==> src/rtl/uart_pkg.sv <==
// Shared constants and the arbiter state type for the UART transmit path.
package uart_pkg;
  localparam int CLK_PERIOD_NS = 10;
  localparam int BAUD_MULT     = 10416;
  localparam int BYTE_W        = 8;

  typedef enum logic [1:0] {
    IDLE    = 2'd0,
    LOAD    = 2'd1,
    WAIT_HI = 2'd2,
    WAIT_LO = 2'd3
  } arb_state_t;
endpackage

==> src/rtl/uart_tx_arb_rr_pick.sv <==
// Round-robin picker: first set bit of req at or after ptr, wrapping at NREQ.
module rr_pick #(
  parameter int NREQ = 2,
  parameter int IDXW = 1
) (
  input  logic [NREQ-1:0] req,
  input  logic [IDXW-1:0] ptr,
  output logic [IDXW-1:0] idx,
  output logic            any
);
  int c;

  // Scan from the far end so the nearest candidate to ptr is written last.
  always_comb begin
    idx = ptr;
    any = 1'b0;
    c   = 0;
    for (int off = NREQ-1; off >= 0; off--) begin
      c = int'(ptr) + off;
      if (c >= NREQ) c = c - NREQ;
      if (req[c]) begin
        idx = IDXW'(c);
        any = 1'b1;
      end
    end
  end
endmodule

==> src/rtl/uart_tx_arb.sv <==
// Round-robin, packet-locked arbiter in front of a single 8N1 UART transmitter,
// with supervision of the transmitter's busy flag and a start timeout.
module uart_tx_arb
  import uart_pkg::*;
#(
  parameter int NREQ     = 2,
  parameter int IDXW     = 1,
  parameter int START_TO = 16
) (
  input  logic                   clk,
  input  logic                   rst,
  input  logic [NREQ-1:0]        req_valid,
  input  logic [NREQ*BYTE_W-1:0] req_data,
  input  logic [NREQ-1:0]        req_last,
  output logic [NREQ-1:0]        req_ready,
  output logic                   tx_start,
  output logic [BYTE_W-1:0]      tx_data,
  input  logic                   tx_busy,
  output logic [IDXW-1:0]        owner,
  output logic                   locked,
  output logic                   err
);
  localparam int CW = $clog2(START_TO + 1);

  arb_state_t      state, state_d;
  logic [IDXW-1:0] rr_ptr, pick_idx, nxt_owner;
  logic            pick_any, last_q;
  logic [CW-1:0]   to_cnt;
  logic            do_grant, do_load, do_abort, do_release;

  rr_pick #(.NREQ(NREQ), .IDXW(IDXW)) u_pick (
    .req (req_valid),
    .ptr (rr_ptr),
    .idx (pick_idx),
    .any (pick_any)
  );

  assign nxt_owner = (int'(owner) == NREQ-1) ? '0 : owner + IDXW'(1);

  always_ff @(posedge clk or posedge rst) begin
    if (rst) state <= IDLE;
    else     state <= state_d;
  end

  always_comb begin
    state_d    = state;
    do_grant   = 1'b0;
    do_load    = 1'b0;
    do_abort   = 1'b0;
    do_release = 1'b0;
    case (state)
      IDLE: begin
        // A locked packet only ever continues with its owner.
        if (!tx_busy && (locked ? req_valid[owner] : pick_any)) begin
          do_grant = 1'b1;
          state_d  = LOAD;
        end
      end
      LOAD: begin
        do_load = 1'b1;
        state_d = WAIT_HI;
      end
      WAIT_HI: begin
        if (tx_busy) state_d = WAIT_LO;
        else if (to_cnt == CW'(START_TO-1)) begin
          do_abort = 1'b1;
          state_d  = IDLE;
        end
      end
      WAIT_LO: begin
        if (!tx_busy) begin
          do_release = last_q;
          state_d    = IDLE;
        end
      end
      default: state_d = IDLE;
    endcase
  end

  // Handshake strobes are registered so tx_start/req_ready rise together with
  // the freshly latched tx_data, two clocks after the request is seen.
  always_ff @(posedge clk or posedge rst) begin
    if (rst) begin
      req_ready <= '0;
      tx_start  <= 1'b0;
      tx_data   <= '0;
      owner     <= '0;
      locked    <= 1'b0;
      err       <= 1'b0;
      rr_ptr    <= '0;
      last_q    <= 1'b0;
      to_cnt    <= '0;
    end else begin
      req_ready <= '0;
      tx_start  <= 1'b0;
      err       <= 1'b0;
      if (do_grant && !locked) owner <= pick_idx;
      if (do_load) begin
        tx_data          <= req_data[owner*BYTE_W +: BYTE_W];
        last_q           <= req_last[owner];
        req_ready[owner] <= 1'b1;
        tx_start         <= 1'b1;
        locked           <= 1'b1;
        to_cnt           <= '0;
      end
      // Saturating: never wraps past START_TO even if the abort is missed.
      if (state == WAIT_HI && !tx_busy && to_cnt != CW'(START_TO))
        to_cnt <= to_cnt + CW'(1);
      if (do_abort || do_release) begin
        locked <= 1'b0;
        rr_ptr <= nxt_owner;
      end
      if (do_abort) err <= 1'b1;
    end
  end
endmodule

==> config.mk <==
export PLATFORM = sky130hd
export DESIGN_NAME = uart_tx_arb
export DESIGN_NICKNAME = d
export VERILOG_FILES = /design/src/rtl/uart_pkg.sv /design/src/rtl/uart_tx_arb_rr_pick.sv /design/src/rtl/uart_tx_arb.sv
export SDC_FILE = /design/constraint.sdc
export NUM_CORES = 1
export LEC_CHECK = 0
export CORE_MARGIN = 2
export CORE_UTILIZATION = 30
export CTS_BUF_LIST = sky130_fd_sc_hd__clkbuf_16
export DETAILED_ROUTE_END_ITERATION = 6
export PLACE_DENSITY = 0.57
export SLEW_MARGIN = 20
export SYNTH_ARGS = -nofsm -noshare
export SYNTH_HDL_FRONTEND = slang
export SYNTH_SLANG_ARGS = --single-unit
export TNS_END_PERCENT = 50
==> constraint.sdc <==
create_clock -name clk -period 2.7 [get_ports clk]
set_input_delay 0.405 -clock clk [delete_from_list [all_inputs] [get_ports clk]]
set_output_delay 0.405 -clock clk [all_outputs]
set_load 0.02 [all_outputs]
==> results.toml, run 1 <==
[clocking]
clock-sinks = 23
clkLatencyLatePin_ns = 0.25
htree_levels = 1
cts_resized = 0
cts-root-buf = "clkbuf_16"
cts_hold_buffers = 0
post-cts-setup-buffer-count = 0
cts_tree = "done"
cts_buffer_depth = 2
numCtsBuffers = 3
path_clk_slew_ns = 0.06

[yosys]
synth_nets = 138
async_flop_share = 1.00
synth_top_cell_area_share = 0.504
synth_edf_count = 0
synthAdderAreaFrac = 0.0329
yosysMostFrequentCell = "dfrtp_1"
synth_simple_gate_area_frac = 0.163
synth.distinct_cells = 31
synthMuxAreaShare = 0.125
avgSynthCellArea_um2 = 10.2
synthXorXnorAreaFrac = 0
synth_compound_area_frac = 0.113
ys.flop_type = "dfrtp_1"
yosysTopAreaCell = "dfrtp_1"
synth_area_mm2 = 0.00114
synth_top_family_by_area = "simple AND/OR/NAND/NOR gates"
ys_ff_latch = 23
synthTopCellsByArea = "dfrtp_1, mux2i_1, o21ai_0, nand2_1, ha_1"
yosys_warnings = 0
ys_seq_area_frac = 0.504
synthCells = 112
synth_common_cells = "dfrtp_1, nand2_1, mux2i_1, o21ai_0, inv_1"

[detailed_routing]
initialDrtViolationCount = 40
vias = 912
via_per_inst = 4.65
first_pass_iters = 4
wirelength_um = 2380
ant_nets = 0
drc_errors = 0
routedWlPerCell_um = 12.1

[floorplanning]
start_util = 0.312
core_area_mm2 = 0.00366
die_x_um = 65.7
die_y_um = 65.7
io-pin-count = 37
die_area_mm2 = 0.00432
row_count = 22

[sta]
max_freq_mhz = 583
period_share = 0.635
min_period_ns = 1.71
setup_slack_ns = 0.986
hold_viol = 0
setup-violations-final = 0
finalSetupTns_ns = 0
slew_headroom = 0.730
worst_pin_slew_ns = 0.405
skew_ns = 0.00298
maxSlewViolCount = 0
rsz0062_at_grt = "false"

[setup_path]
r2r_setup_slack_ns = 0.99
rr_endpoint = "rr_ptr"
required_ns = 2.84
crit_path_max_fanout = 5
crit_arrival_ns = 1.85
cp-start-kind = "flop"
crit_type = "flop to flop"
end_kind = "flop"
r2r_cells = 6
rr_startpoint = "to_cnt[0]"

[finish]
num_antenna_cells = 0
final_area_mm2 = 0.00162
nets = 175
num-fill-cells = 380
stdcell_count = 196
ff_latch_area_um2 = 576
multiInputGateArea_um2 = 495
synthToLayoutAreaGrowth_pct = 42.2
drive_gt1_frac = 0.0811

[status]
outcome = "complete, no violations"

[worst_hold_path]
hold_start = "tx_data[6]"
holdPathEnd = "tx_data[6]"
hold_path_class = "flop to flop"
hold_depth = 2

[placed_design]
place_area_mm2 = 0.00154
place.gp.congestion = 0.785
io_buffers = 36
dp_hpwl_um = 1790
dp_slack_ns = 0.848
dp_cells = 192

[power_and_ir_drop]
power_w = 0.00163
power.density_mw_per_mm2 = 1010
vdd_drop_max_uv = 358
leakage_nw = 0.738

[global_routing]
grt_usage = 0.129
antenna_found_initial = 0
grt_pass1_wl_um = 4280
grt_pass1_vias = 949
grt_overflow = 0
grt_max_degree = 24

[flow_run]
cap_viol_max_count = 0
## report_power, final
| group | switching (W) | leakage, nW | total (W) | internal, W |
|---|---|---|---|---|
| logic | 0.000366 | 0.408 | 0.000714 | 0.000348 |
| clock network | 0.000117 | 0.0409 | 0.000316 | 0.000199 |
| registers | 0.000120 | 0.289 | 0.000604 | 0.000484 |
## cell families (layout without fill, tap and decap cells)
logic type	Yosys count	after routing
multiplexers	14	14
AO/OA/AOI/OAI	21	21
adder cells (fa/ha/maj)	3	3
buffers and inverters	15	51
AND/OR/NAND/NOR	36	36
flip-flops	23	23
## through the flow
stage | hold WS (ns) | util
3_5_place_dp | 0.473 | 0.422
5_1_grt | 0.516 | 0.444
2_1_floorplan | 0.407 | -
6_report | 0.481 | 0.444
3_3_place_gp | 0.461 | 0.422
4_1_cts | 0.487 | 0.444
## cells in the final DEF, fill, tap and decap left out, drive strengths merged
cell type	instances
nand4bb	1
dfrtp	23
nand3	2
nor4	1
o21ai	12
clkdlybuf4s50	36
nor3b	1
nor2	7
o32ai	1
mux2i	12
mux2	2
a32oi	1
clkinv	1
clkbuf	3
or2	1
nand3b	1
nor2b	1
nand2	15
nand4b	1
nand2b	1
a31oi	1
ha	3
buf	3
and3	2
a22o	1
nor3	2
a22oi	1
a21oi	2
inv	8
o2bb2ai	1
o211a	1
## layer usage
layer / part of all wire / GRT usage
met4: 0 / 0.0391
met2: 0.49 / 0.213
met1: 0.44 / 0.163
met5: 0 / 0
met3: 0.074 / 0.0377
## how the worst max path moves through the flow
stage,start,end,cells after the start
after floorplan,to_cnt[0],rr_ptr,6
after global placement,tx_busy,to_cnt[1],4
after detailed placement,tx_busy,to_cnt[1],4
after CTS,to_cnt[0],rr_ptr,6
after global routing,to_cnt[0],rr_ptr,6
final,to_cnt[0],rr_ptr,6
## worst max-delay path, stage by stage, from the launching register on
cell	delay [ns]
dfrtp_1	0.41
ha_1	0.22
and3_1	0.17
ha_1	0.19
mux2i_1	0.09
nor3_2	0.17
mux2_2	0.36
## area by class of cell
| cell class | instances | share of cell area |
|---|---|---|
| Clock buffer | 3 | 0.0462 |
| Multi-Input combinational cell | 74 | 0.305 |
| Timing Repair Buffer | 39 | 0.236 |
| Clock inverter | 1 | 0.00308 |
| Tap cell | 48 | 0.0370 |
| Sequential cell | 23 | 0.354 |
| Inverter | 8 | 0.0185 |
## flip-flops by register name (all words and copies together), names as in the netlist
signal     cells
req_ready      2
last_q         1
to_cnt         5
owner          1
tx_start       1
err            1
state          2
tx_data        8
rr_ptr         1
locked         1
Note: power is estimated with default switching activity, not from simulation.
==> run 2, diff against run 1 <==
--- a/config.mk
+++ b/config.mk
@@ -9,7 +9,7 @@
 export CORE_UTILIZATION = 30
 export CTS_BUF_LIST = sky130_fd_sc_hd__clkbuf_16
 export DETAILED_ROUTE_END_ITERATION = 6
-export PLACE_DENSITY = 0.57
+export PLACE_DENSITY = 0.59
 export SLEW_MARGIN = 20
 export SYNTH_ARGS = -nofsm -noshare
 export SYNTH_HDL_FRONTEND = slang
==> constraint.sdc (replaced) <==
create_clock -name clk -period 1.4 [get_ports clk]
set_input_delay 0.21 -clock clk [delete_from_list [all_inputs] [get_ports clk]]
set_output_delay 0.21 -clock clk [all_outputs]
set_load 0.02 [all_outputs]
==> results.toml, run 2 (synthesis gave the netlist of run 1 again) <==
[status]
outcome = "complete, but fails checks"
violations = "negative setup slack"

[sta]
min_period_ns = 1.57
skew_ns = 0.00281
setup-violations-final = 5
worst_pin_slew_ns = 0.301
rsz0062_at_grt = "true"
hold_viol = 0
setup_slack_ns = -0.166
hold_slack_ns = 0.301
slew_headroom = 0.799
maxSlewViolCount = 0
max_freq_mhz = 639
period_share = 1.12

[flow_run]
cap_viol_max_count = 0

[clocking]
cts_buffer_depth = 2
htree_levels = 1
clkLatencyLatePin_ns = 0.25
numCtsBuffers = 3
path_clk_slew_ns = 0.06
cts_tree = "done"
clock-sinks = 23
cts_hold_buffers = 0
cts-root-buf = "clkbuf_16"

[setup_path]
cp-start-kind = "flop"
worstPathCellList = "buf_4 > buf_6 > inv_2 > ha_2 > nand4bb_1 > buf_4 > nor3b_1 > o32ai_1"
required_ns = 1.56
crit_arrival_ns = 1.72
path_common_cell = "buf_4"
crit_path_max_fanout = 3
end_kind = "flop"
cp_top_family = "buffers and inverters"
critical-path-max-stage-delay_ns = 0.39
cp_num_buf_inv = 4
crit_slowest_cell = "dfrtp_1"
crit_type = "flop to flop"

[floorplanning]
die_x_um = 65.7
die_y_um = 65.7
row_count = 22
start_util = 0.312
die_area_mm2 = 0.00432
io-pin-count = 37
core_area_mm2 = 0.00366

[placed_design]
place.gp.congestion = 0.880
dp_hpwl_um = 1980
io_buffers = 36

[global_routing]
grt_pass1_vias = 1004
antenna_found_initial = 0
grt_usage = 0.132
grt_overflow = 0
grt_max_degree = 24
grt_pass1_wl_um = 4430

[finish]
layout_commonest_cell = "dfrtp_1"
final_cell_mix = "dfrtp_1, clkdlybuf4s50_1, buf_4, nand2_1, mux2i_1"
drive_gt1_frac = 0.227
nets = 190
top_register = "tx_data"
largest_reg_flops = 8
num_antenna_cells = 0
synthToLayoutAreaGrowth_pct = 56.4
top_regs = "tx_data: 8 flops, to_cnt: 5 flops"
num-fill-cells = 361

[detailed_routing]
initialDrtViolationCount = 43
ant_nets = 0
vias = 982
routedWlPerCell_um = 12.5
via_per_inst = 4.65
first_pass_iters = 4
wirelength_um = 2630
drc_errors = 0

[power_and_ir_drop]
power_frac_comb = 0.488
vdd_drop_max_uv = 823
leakage_nw = 0.905
p_switching_w = 0.00126
intPower_w = 0.00211
power.clock.fraction = 0.180
seqPwrFrac = 0.332
power_w = 0.00338
power.density_mw_per_mm2 = 1890
swShare = 0.374

[worst_hold_path]
hold_path_class = "input port to async pin"
[run 2: changes by cell type in the layout (fill, tap and decap cells not counted), sizes merged]
cell           before  now
buf                 3   18
clkdlybuf4s50      36   22
clkinv              1    0
dlygate4sd2         0   10
dlymetal6s2s        0    4
inv                 8    9
[run 2: worst min-delay path, stage by stage]
cell             delay (ns)
clkdlybuf4s50_1        0.40
inv_1                  0.05
buf_4                  0.29
[run 2: power by group through the flow]
stage	Sequential [W]	Clock [W]	Combinational [W]
finish	0.00112	0.000607	0.00165
global route	0.00117	0.000657	0.00181
floorplan	0.00128	0	0.000733
global placement	0.00113	0	0.00158
detailed placement	0.00114	0	0.00161
CTS	0.00112	0.000626	0.00154
[run 2: final cells by class]
class / instances / area (um^2) / area share
inverters: 8 / 30.0 / 0.0168
clock inverters: 1 / 3.75 / 0.00210
well taps: 48 / 60.1 / 0.0336
repair buffers: 54 / 497 / 0.278
clock buffers: 3 / 75.1 / 0.0420
multi-input cells: 74 / 546 / 0.305
flip-flops and latches: 23 / 576 / 0.322
[run 2: layer usage]
layer	share of wire	up-vias	GRT usage
li1	-	489	-
met1	0.42	459	0.159
met2	0.49	32	0.218
met3	0.082	2	0.0548
met4	0.0072	0	0.0313
met5	0	-	0
[run 2: what timing repair did]
action	CTS	global route
setup endpoints to repair	14	12
pin swaps	1	5
buffers inserted	1	2
endpoints found under the hold margin	0	0
gates resized for setup	12	17
[run 2: per-stage QoR]
stage          std cells  instance area, um^2   util  setup TNS, ns  setup WS [ns]
2_1_floorplan        112                 1140      -         -0.161         -0.139
3_3_place_gp         204                 1640  0.447         -0.392         -0.116
3_5_place_dp         204                 1640  0.447         -0.501         -0.156
4_1_cts              209                 1720  0.469         -0.311         -0.192
5_1_grt              211                 1790  0.488         -0.963         -0.235
6_report             211                 1790  0.488         -0.579         -0.166
[run 2: path summary, 6_finish.rpt]
path,startpoint,endpoint,slack (ns),cells past startpoint
setup reg to reg,to_cnt[0],to_cnt[4],-0.17,8
min in group clk,tx_data[4],tx_data[4],0.47,2
hold / removal,rst,req_ready[0],0.30,3
hold reg to reg,tx_data[4],tx_data[4],0.47,2
setup / recovery,to_cnt[0],to_cnt[4],-0.17,8
max in group asynchronous,rst,state[0],0.86,3
